--- src/rtl/time_display_mux.sv ---
// Six-digit multiplexed 7-segment driver for clock/stopwatch/timer with edit and alarm blinking.
// Outputs registered (one cycle behind digit_idx); content frozen per frame. Option: LEADING_ZERO_BLANK_EN.
module time_display_mux #(
  parameter int SCAN_DIV   = 4,
  parameter int BLINK_HALF = 250
) (
  input  logic       clk_1kHz,
  input  logic       reset,
  input  logic [1:0] mode_sel,
  input  logic [4:0] hours,
  input  logic [5:0] minutes,
  input  logic [5:0] seconds,
  input  logic [4:0] stopwatch_hours,
  input  logic [5:0] stopwatch_minutes,
  input  logic [5:0] stopwatch_seconds,
  input  logic [4:0] timer_hours,
  input  logic [5:0] timer_minutes,
  input  logic [5:0] timer_seconds,
  input  logic       set_time_mode,
  input  logic       set_timer_mode,
  input  logic       timer_done,
  output logic [5:0] an,
  output logic [6:0] seg,
  output logic       dp
);

  localparam int DIV_W = (SCAN_DIV > 1) ? $clog2(SCAN_DIV) : 1;
  localparam int BLK_W = (BLINK_HALF > 1) ? $clog2(BLINK_HALF) : 1;
  localparam logic [DIV_W-1:0] DIV_LAST = DIV_W'(SCAN_DIV - 1);
  localparam logic [BLK_W-1:0] BLK_LAST = BLK_W'(BLINK_HALF - 1);
  localparam logic [6:0] SEG_BLANK = 7'h7F;

  typedef enum logic [1:0] {
    MODE_CLOCK     = 2'd0,
    MODE_STOPWATCH = 2'd1,
    MODE_TIMER     = 2'd2,
    MODE_BLANK     = 2'd3
  } mode_e;

  logic [DIV_W-1:0] div_cnt_q, div_cnt_d;
  logic [2:0]       digit_idx_q, digit_idx_d;
  logic [BLK_W-1:0] blink_cnt_q, blink_cnt_d;
  logic             blink_phase_q, blink_phase_d;
  mode_e            snap_mode_q, snap_mode_d;
  logic [4:0]       snap_h_q, snap_h_d;
  logic [5:0]       snap_m_q, snap_m_d;
  logic [5:0]       snap_s_q, snap_s_d;
  logic             snap_set_time_q, snap_set_time_d;
  logic             snap_set_timer_q, snap_set_timer_d;
  logic             snap_done_q, snap_done_d;
  logic [5:0]       an_q, an_d;
  logic [6:0]       seg_q, seg_d;
  logic             dp_q, dp_d;

  logic       frame_end;
  logic [3:0] digit_val;
  logic       blink_blank;
  logic       lead_blank;

  function automatic logic [6:0] seg_of(input logic [3:0] v);
    case (v)
      4'd0:    return 7'h40;
      4'd1:    return 7'h79;
      4'd2:    return 7'h24;
      4'd3:    return 7'h30;
      4'd4:    return 7'h19;
      4'd5:    return 7'h12;
      4'd6:    return 7'h02;
      4'd7:    return 7'h78;
      4'd8:    return 7'h00;
      4'd9:    return 7'h10;
      default: return SEG_BLANK;
    endcase
  endfunction

  function automatic logic [3:0] tens_of(input logic [5:0] v);
    return 4'(v / 6'd10);
  endfunction

  function automatic logic [3:0] ones_of(input logic [5:0] v);
    return 4'(v % 6'd10);
  endfunction

  always_comb begin
    div_cnt_d        = div_cnt_q;
    digit_idx_d      = digit_idx_q;
    blink_cnt_d      = blink_cnt_q;
    blink_phase_d    = blink_phase_q;
    snap_mode_d      = snap_mode_q;
    snap_h_d         = snap_h_q;
    snap_m_d         = snap_m_q;
    snap_s_d         = snap_s_q;
    snap_set_time_d  = snap_set_time_q;
    snap_set_timer_d = snap_set_timer_q;
    snap_done_d      = snap_done_q;
    frame_end        = (div_cnt_q == DIV_LAST) && (digit_idx_q == 3'd5);

    if (div_cnt_q == DIV_LAST) begin
      div_cnt_d   = '0;
      digit_idx_d = (digit_idx_q == 3'd5) ? 3'd0 : digit_idx_q + 3'd1;
    end else begin
      div_cnt_d = div_cnt_q + DIV_W'(1);
    end

    if (blink_cnt_q == BLK_LAST) begin
      blink_cnt_d   = '0;
      blink_phase_d = ~blink_phase_q;
    end else begin
      blink_cnt_d = blink_cnt_q + BLK_W'(1);
    end

    // Whole frame is taken from one snapshot so digits never mix two sources or two times.
    if (frame_end) begin
      snap_mode_d      = mode_e'(mode_sel);
      snap_set_time_d  = set_time_mode;
      snap_set_timer_d = set_timer_mode;
      snap_done_d      = timer_done;
      case (mode_sel)
        2'd1: begin
          snap_h_d = stopwatch_hours;
          snap_m_d = stopwatch_minutes;
          snap_s_d = stopwatch_seconds;
        end
        2'd2: begin
          snap_h_d = timer_hours;
          snap_m_d = timer_minutes;
          snap_s_d = timer_seconds;
        end
        default: begin
          snap_h_d = hours;
          snap_m_d = minutes;
          snap_s_d = seconds;
        end
      endcase
    end

    case (digit_idx_q)
      3'd0:    digit_val = ones_of(snap_s_q);
      3'd1:    digit_val = tens_of(snap_s_q);
      3'd2:    digit_val = ones_of(snap_m_q);
      3'd3:    digit_val = tens_of(snap_m_q);
      3'd4:    digit_val = ones_of({1'b0, snap_h_q});
      default: digit_val = tens_of({1'b0, snap_h_q});
    endcase

    blink_blank = blink_phase_q &&
                  (((snap_mode_q == MODE_CLOCK) && snap_set_time_q && (digit_idx_q >= 3'd2)) ||
                   ((snap_mode_q == MODE_TIMER) && (snap_set_timer_q || snap_done_q)));
`ifdef LEADING_ZERO_BLANK_EN
    lead_blank = (digit_idx_q == 3'd5) && (digit_val == 4'd0);
`else
    lead_blank = 1'b0;
`endif

    an_d  = ~(6'b000001 << digit_idx_q);
    dp_d  = !((digit_idx_q == 3'd2) || (digit_idx_q == 3'd4));
    seg_d = (blink_blank || lead_blank) ? SEG_BLANK : seg_of(digit_val);
    if (snap_mode_q == MODE_BLANK) begin
      seg_d = SEG_BLANK;
      dp_d  = 1'b1;
    end
  end

  always_ff @(posedge clk_1kHz) begin
    if (reset) begin
      div_cnt_q        <= '0;
      digit_idx_q      <= 3'd0;
      blink_cnt_q      <= '0;
      blink_phase_q    <= 1'b0;
      snap_mode_q      <= MODE_CLOCK;
      snap_h_q         <= 5'd0;
      snap_m_q         <= 6'd0;
      snap_s_q         <= 6'd0;
      snap_set_time_q  <= 1'b0;
      snap_set_timer_q <= 1'b0;
      snap_done_q      <= 1'b0;
      an_q             <= 6'b111110;
      seg_q            <= 7'h40;
      dp_q             <= 1'b1;
    end else begin
      div_cnt_q        <= div_cnt_d;
      digit_idx_q      <= digit_idx_d;
      blink_cnt_q      <= blink_cnt_d;
      blink_phase_q    <= blink_phase_d;
      snap_mode_q      <= snap_mode_d;
      snap_h_q         <= snap_h_d;
      snap_m_q         <= snap_m_d;
      snap_s_q         <= snap_s_d;
      snap_set_time_q  <= snap_set_time_d;
      snap_set_timer_q <= snap_set_timer_d;
      snap_done_q      <= snap_done_d;
      an_q             <= an_d;
      seg_q            <= seg_d;
      dp_q             <= dp_d;
    end
  end

  assign an  = an_q;
  assign seg = seg_q;
  assign dp  = dp_q;

endmodule

--- config.mk ---
export PLATFORM = sky130hd
export DESIGN_NAME = time_display_mux
export DESIGN_NICKNAME = d
export VERILOG_FILES = /design/src/rtl/time_display_mux.sv
export SDC_FILE = /design/constraint.sdc
export NUM_CORES = 1
export LEC_CHECK = 0
export ABC_AREA = 1
export BUFFER_PORTS_ARGS = -buffer_cell sky130_fd_sc_hd__clkbuf_2
export CORE_ASPECT_RATIO = 1.25
export CORE_MARGIN = 10
export CORE_UTILIZATION = 35
export CTS_CLUSTER_DIAMETER = 120
export DETAILED_ROUTE_END_ITERATION = 6
export GPL_TIMING_DRIVEN = 0
export SYNTH_ARGS = -nofsm -noshare
export SYNTH_HDL_FRONTEND = slang
export SYNTH_SLANG_ARGS = --single-unit
--- constraint.sdc ---
create_clock -name clk_1kHz -period 5.5 [get_ports clk_1kHz]
set_input_delay 1.1 -clock clk_1kHz [delete_from_list [all_inputs] [get_ports clk_1kHz]]
set_output_delay 1.1 -clock clk_1kHz [all_outputs]
set_load 0.01 [all_outputs]
==> flow_summary.html <==
<table>
<tr><th>Metric</th><th>Value</th></tr>
<tr><th colspan="2">Die</th></tr>
<tr><td>Boundary Pins</td><td>a little over 70</td></tr>
<tr><td>Die W</td><td>between 100 and 150 um</td></tr>
<tr><td>DIE AREA</td><td>0.0132 mm2</td></tr>
<tr><td>Effective utilization at floorplan</td><td>0.360</td></tr>
<tr><td>Die height</td><td>126 um</td></tr>
<tr><td>Floorplan Core Area</td><td>0.00875 mm2</td></tr>
<tr><td>Placement Rows</td><td>38</td></tr>
<tr><th colspan="2">Yosys</th></tr>
<tr><td>Post-synthesis async set-or-reset flop share</td><td>0</td></tr>
<tr><td>Cell taking the most area after synthesis</td><td>dfxtp_1</td></tr>
<tr><td>Share of the synthesized area in the top cell type</td><td>0.318</td></tr>
<tr><td>Top-count cell post-synth</td><td>nand2_1</td></tr>
<tr><td>Post-synthesis adder-cell area fraction</td><td>0.0675</td></tr>
<tr><td>Cell types occupying the most area after synthesis</td><td>dfxtp_1, nand2_1, ha_1, a21oi_1, inv_1</td></tr>
<tr><td>Warning count from the yosys run</td><td>0</td></tr>
<tr><td>Flip-flop cell with the highest count after synthesis</td><td>dfxtp_1</td></tr>
<tr><td>Summed instance area of the synthesized netlist</td><td>between 0.003 and 0.004 mm2</td></tr>
<tr><td>Area share of xor/xnor cells in the synthesized design</td><td>0.00834</td></tr>
<tr><td>Synthesized instance count</td><td>roughly 450</td></tr>
<tr><td>Largest family of logic cells by synthesized area</td><td>simple AND/OR/NAND/NOR gates</td></tr>
<tr><td>Multiplexer fraction of the synthesized cell area</td><td>0</td></tr>
<tr><td>Compound-cell area share of the yosys netlist</td><td>0.193</td></tr>
<tr><td>Ranking of synthesized cells by instance count</td><td>nand2_1, dfxtp_1, inv_1, nor2_1, a21oi_1</td></tr>
<tr><td>Total nets after synthesis</td><td>approximately 530</td></tr>
<tr><td>Area fraction in and, or, nand and nor cells after synthesis</td><td>0.321</td></tr>
<tr><td>Number of storage elements in the synthesis netlist</td><td>50</td></tr>
<tr><td>Post-Synthesis Mean Instance Area</td><td>about 6.9 um2</td></tr>
<tr><td>Share of the yosys chip area belonging to registers</td><td>0.318</td></tr>
<tr><td>Unique cell type count in the Yosys netlist</td><td>34</td></tr>
<tr><td>Number of synthesized flops with an enable pin</td><td>0</td></tr>
<tr><th colspan="2">Setup path</th></tr>
<tr><td>Largest incremental delay on the critical path</td><td>480 ps</td></tr>
<tr><td>Reg2reg start</td><td>digit_idx_q[0]$_SDFFE_PP0P_</td></tr>
<tr><td>CP max-delay cell</td><td>dfxtp_1</td></tr>
<tr><td>Top cell by count, worst path</td><td>nor2_1</td></tr>
<tr><td>Worst reg2reg path endpoint</td><td>seg[3]$_SDFF_PP0_</td></tr>
<tr><td>Critical path data required time</td><td>between 5000 and 6000 ps</td></tr>
<tr><td>Register-to-Register Path Depth</td><td>22</td></tr>
<tr><td>Data arrival time of the worst path</td><td>3630 ps</td></tr>
<tr><td>CP delay by family, top</td><td>simple AND/OR/NAND/NOR gates</td></tr>
<tr><td>Setup Crit Path Kind</td><td>flop to flop</td></tr>
<tr><td>Setup crit start kind</td><td>flop</td></tr>
<tr><td>Critical Path, Cell by Cell</td><td>nand2_1 -&gt; inv_1 -&gt; ha_1 -&gt; nand2_1 -&gt; nand3_1 -&gt; o21ai_0 -&gt; or2_2 -&gt; nand2_1 -&gt; inv_2 -&gt; ha_1 -&gt; nor3b_1 -&gt; o21ai_1 -&gt; nand2_1 -&gt; nor2_1 -&gt; inv_1 -&gt; nand2_2 -&gt; inv_1 -&gt; ha_1 -&gt; nor2_1 -&gt; nor2_1 -&gt; nor2_1 -&gt; nor2_1</td></tr>
<tr><td>CP Max Fanout</td><td>7</td></tr>
<tr><td>Worst setup slack for register-to-register paths</td><td>roughly 2100 ps</td></tr>
<tr><td>Endpoint type of the worst setup path</td><td>flop</td></tr>
<tr><td>Launching instance or port of the critical path</td><td>digit_idx_q[0]$_SDFFE_PP0P_</td></tr>
<tr><td>Number of buffer and inverter stages on the critical path</td><td>4</td></tr>
<tr><th colspan="2">Place</th></tr>
<tr><td>Count of port buffers added during placement</td><td>71</td></tr>
<tr><td>Sum of net half-perimeters after detailed placement</td><td>~7000 um</td></tr>
<tr><td>Worst setup slack before clock tree synthesis</td><td>about 2100 ps</td></tr>
<tr><td>Final weighted congestion in routability-driven placement</td><td>~0.88</td></tr>
<tr><td>Cell total after placement</td><td>around 650</td></tr>
<tr><td>Placement-stage cell area</td><td>roughly 0.0037 mm2</td></tr>
<tr><th colspan="2">Outcome</th></tr>
<tr><td>Run status</td><td>finished, final reports clean</td></tr>
<tr><th colspan="2">Power</th></tr>
<tr><td>Leakage power summed over all cells</td><td>0.00182 uW</td></tr>
<tr><td>Switching portion of total power</td><td>0.264</td></tr>
<tr><td>Max rail drop VDD</td><td>roughly 0.00014 V</td></tr>
<tr><td>Power share of the sequential group</td><td>0.554</td></tr>
<tr><td>Power per unit of standard cell area</td><td>between 150 and 200 mW/mm2</td></tr>
<tr><td>Fraction of power consumed by the clock network</td><td>0.323</td></tr>
<tr><td>Internal</td><td>~490 uW</td></tr>
<tr><td>Net switching power</td><td>approximately 180 uW</td></tr>
<tr><td>Combinational share of power</td><td>0.122</td></tr>
<tr><th colspan="2">Global route</th></tr>
<tr><td>Number of global-route vias before repair</td><td>~3100</td></tr>
<tr><td>Global-route total usage across every layer</td><td>0.123</td></tr>
<tr><td>Largest net degree at the start of global routing</td><td>17</td></tr>
<tr><td>Global-route wire length before repair</td><td>13900 um</td></tr>
<tr><td>Number of antenna violations at the first check in global routing</td><td>0</td></tr>
<tr><td>Residual overflow from global routing</td><td>0</td></tr>
<tr><th colspan="2">Detailed routing</th></tr>
<tr><td>DR WL/cell</td><td>~12 um</td></tr>
<tr><td>First DRT Iteration DRCs</td><td>151</td></tr>
<tr><td>Antenna violation net count after detailed routing</td><td>0</td></tr>
<tr><td>Vias after detailed routing</td><td>approximately 3000</td></tr>
<tr><td>Post-detailed-routing wire length</td><td>between 8000 and 9000 um</td></tr>
<tr><td>Number of optimization iterations in the first detailed-route pass</td><td>4</td></tr>
<tr><td>Vias per Instance</td><td>around 4.7</td></tr>
<tr><td>DRC violations left</td><td>0</td></tr>
<tr><th colspan="2">Clocking</th></tr>
<tr><td>CTS H-Tree Depth</td><td>2</td></tr>
<tr><td>CTS hold repair buffers</td><td>0</td></tr>
<tr><td>Clock Sinks</td><td>50</td></tr>
<tr><td>Number of setup buffers added after CTS</td><td>0</td></tr>
<tr><td>Buffer type at the clock tree root</td><td>clkbuf_8</td></tr>
<tr><td>Bufs on Longest Clock Path</td><td>2</td></tr>
<tr><td>Number of buffers added by the clock tree synthesis step</td><td>5</td></tr>
<tr><td>Number of instances resized during post-cts repair</td><td>0</td></tr>
<tr><td>Clock latency of the later-clocked register in the worst-skew pair</td><td>around 310 ps</td></tr>
<tr><td>Clock tree from TritonCTS</td><td>yes</td></tr>
<tr><td>Clock input transition at the sequential cells of the worst setup and hold paths</td><td>approximately 90 ps</td></tr>
<tr><th colspan="2">STA</th></tr>
<tr><td>Peak clock frequency supported by timing</td><td>a little under 0.3 GHz</td></tr>
<tr><td>Final setup vio count</td><td>0</td></tr>
<tr><td>Max Clock Skew</td><td>roughly 5.7 ps</td></tr>
<tr><td>Count of endpoints failing hold in the final timing report</td><td>0</td></tr>
<tr><td>Worst Max-Slew Pin Slew</td><td>a little under 600 ps</td></tr>
<tr><td>Final setup slack of the worst path</td><td>between 2000 and 2500 ps</td></tr>
<tr><td>Final worst path period need</td><td>3440 ps</td></tr>
<tr><td>Setup repair after global routing missed its margin</td><td>no</td></tr>
<tr><td>Share of the clock period used by the worst path</td><td>0.626</td></tr>
<tr><td>Setup TNS Final</td><td>0 ps</td></tr>
<tr><td>Max transition margin</td><td>0.615</td></tr>
<tr><td>Final Max Tran Viols</td><td>0</td></tr>
<tr><th colspan="2">Min path</th></tr>
<tr><td>Worst hold path stage count</td><td>1</td></tr>
<tr><td>Hold path endpoint</td><td>div_cnt_q[0]$_SDFF_PP0_</td></tr>
<tr><td>Launch instance of the worst min-delay path</td><td>div_cnt_q[0]$_SDFF_PP0_</td></tr>
<tr><td>Worst min-delay path category</td><td>flop to flop</td></tr>
<tr><th colspan="2">Layout</th></tr>
<tr><td>Final Net Count</td><td>~610</td></tr>
<tr><td>Layout Area Growth over Synthesis</td><td>18.8%</td></tr>
<tr><td>Antenna diode instance count</td><td>0</td></tr>
<tr><td>Fin area</td><td>~0.0037 mm2</td></tr>
<tr><td>Finished Layout Cells</td><td>between 600 and 700</td></tr>
<tr><td>Filler cell count</td><td>between 900 and 1000</td></tr>
<tr><td>Share of final-layout standard cells stronger than drive strength 1</td><td>0.227</td></tr>
<tr><th colspan="2">Job</th></tr>
<tr><td>Number of maximum-capacitance constraint violations</td><td>0</td></tr>
</table>
[through the flow]
step	utilization	hold WS, ps	power, uW
after floorplan	-	399	427
after global placement	0.418	409	460
after detailed placement	0.418	413	462
after CTS	0.428	430	680
after global routing	0.428	450	707
final	0.428	423	669
[power groups by stage]
stage / logic [uW] / clock network [uW] / registers (uW)
finish: 82.0 / 216 / 371
global placement: 80.8 / 0 / 379
floorplan: 48.3 / 0 / 379
global route: 95.7 / 239 / 372
CTS: 82.7 / 226 / 371
detailed placement: 82.4 / 0 / 379
[sequential cells by signal, indices dropped and copies added, names as in the netlist]
register and count:
an 6, blink_cnt_q 8, blink_phase_q 1, digit_idx_q 3, div_cnt_q 2, dp 1
seg 7, snap_done_q 1, snap_h_q 5, snap_m_q 6, snap_mode_q 2, snap_s_q 6
snap_set_time_q 1, snap_set_timer_q 1
[how the worst max path moves through the flow]
stage                   endpoint  cells past startpoint
2_1_floorplan  seg[3]$_SDFF_PP0_                     22
3_3_place_gp   seg[3]$_SDFF_PP0_                     22
3_5_place_dp   seg[3]$_SDFF_PP0_                     22
4_1_cts        seg[3]$_SDFF_PP0_                     22
5_1_grt        seg[5]$_SDFF_PP0_                     24
6_report       seg[3]$_SDFF_PP0_                     22
[cell usage in the layout (no fill, tap or decap), types with 5 or more instances in the layout]
| master | instances |
|---|---|
| nand3_1 | 31 |
| nand2_4 | 11 |
| dfxtp_1 | 50 |
| clkbuf_8 | 5 |
| clkbuf_1 | 12 |
| a22o_1 | 17 |
| inv_1 | 50 |
| clkbuf_2 | 71 |
| nor2_1 | 46 |
| a221oi_1 | 6 |
| ha_1 | 17 |
| nand2_2 | 11 |
| o21ai_0 | 29 |
| a21oi_1 | 40 |
| nand2_1 | 93 |
[metal layers]
| layer | vias up | global-route usage | wire (um) |
|---|---|---|---|
| li1 | 1648 | - | - |
| met5 | - | 0 | 0 |
| met2 | 71 | 0.214 | 3960 |
| met1 | 1333 | 0.142 | 3570 |
| met4 | 0 | 0.0413 | 130 |
| met3 | 10 | 0.0352 | 457 |
[final cells by class]
class,count,area [um2],area share
inverters,58,223,0.0595
multi-input cells,331,1860,0.496
repair buffers,71,355,0.0950
clock buffers,5,68.8,0.0184
flip-flops and latches,50,1000,0.267
clock inverters,3,18.8,0.00502
plain buffers,15,67.6,0.0181
well taps,120,150,0.0401
[kinds of logic after synthesis]
family                   count (synthesis)
buffers and inverters                   73
adder cells (fa/ha/maj)                 17
AO/OA/AOI/OAI                          100
AND/OR/NAND/NOR                        211
XOR/XNOR                                 3
flip-flops                              50
Power figures use the tool's default switching activity.
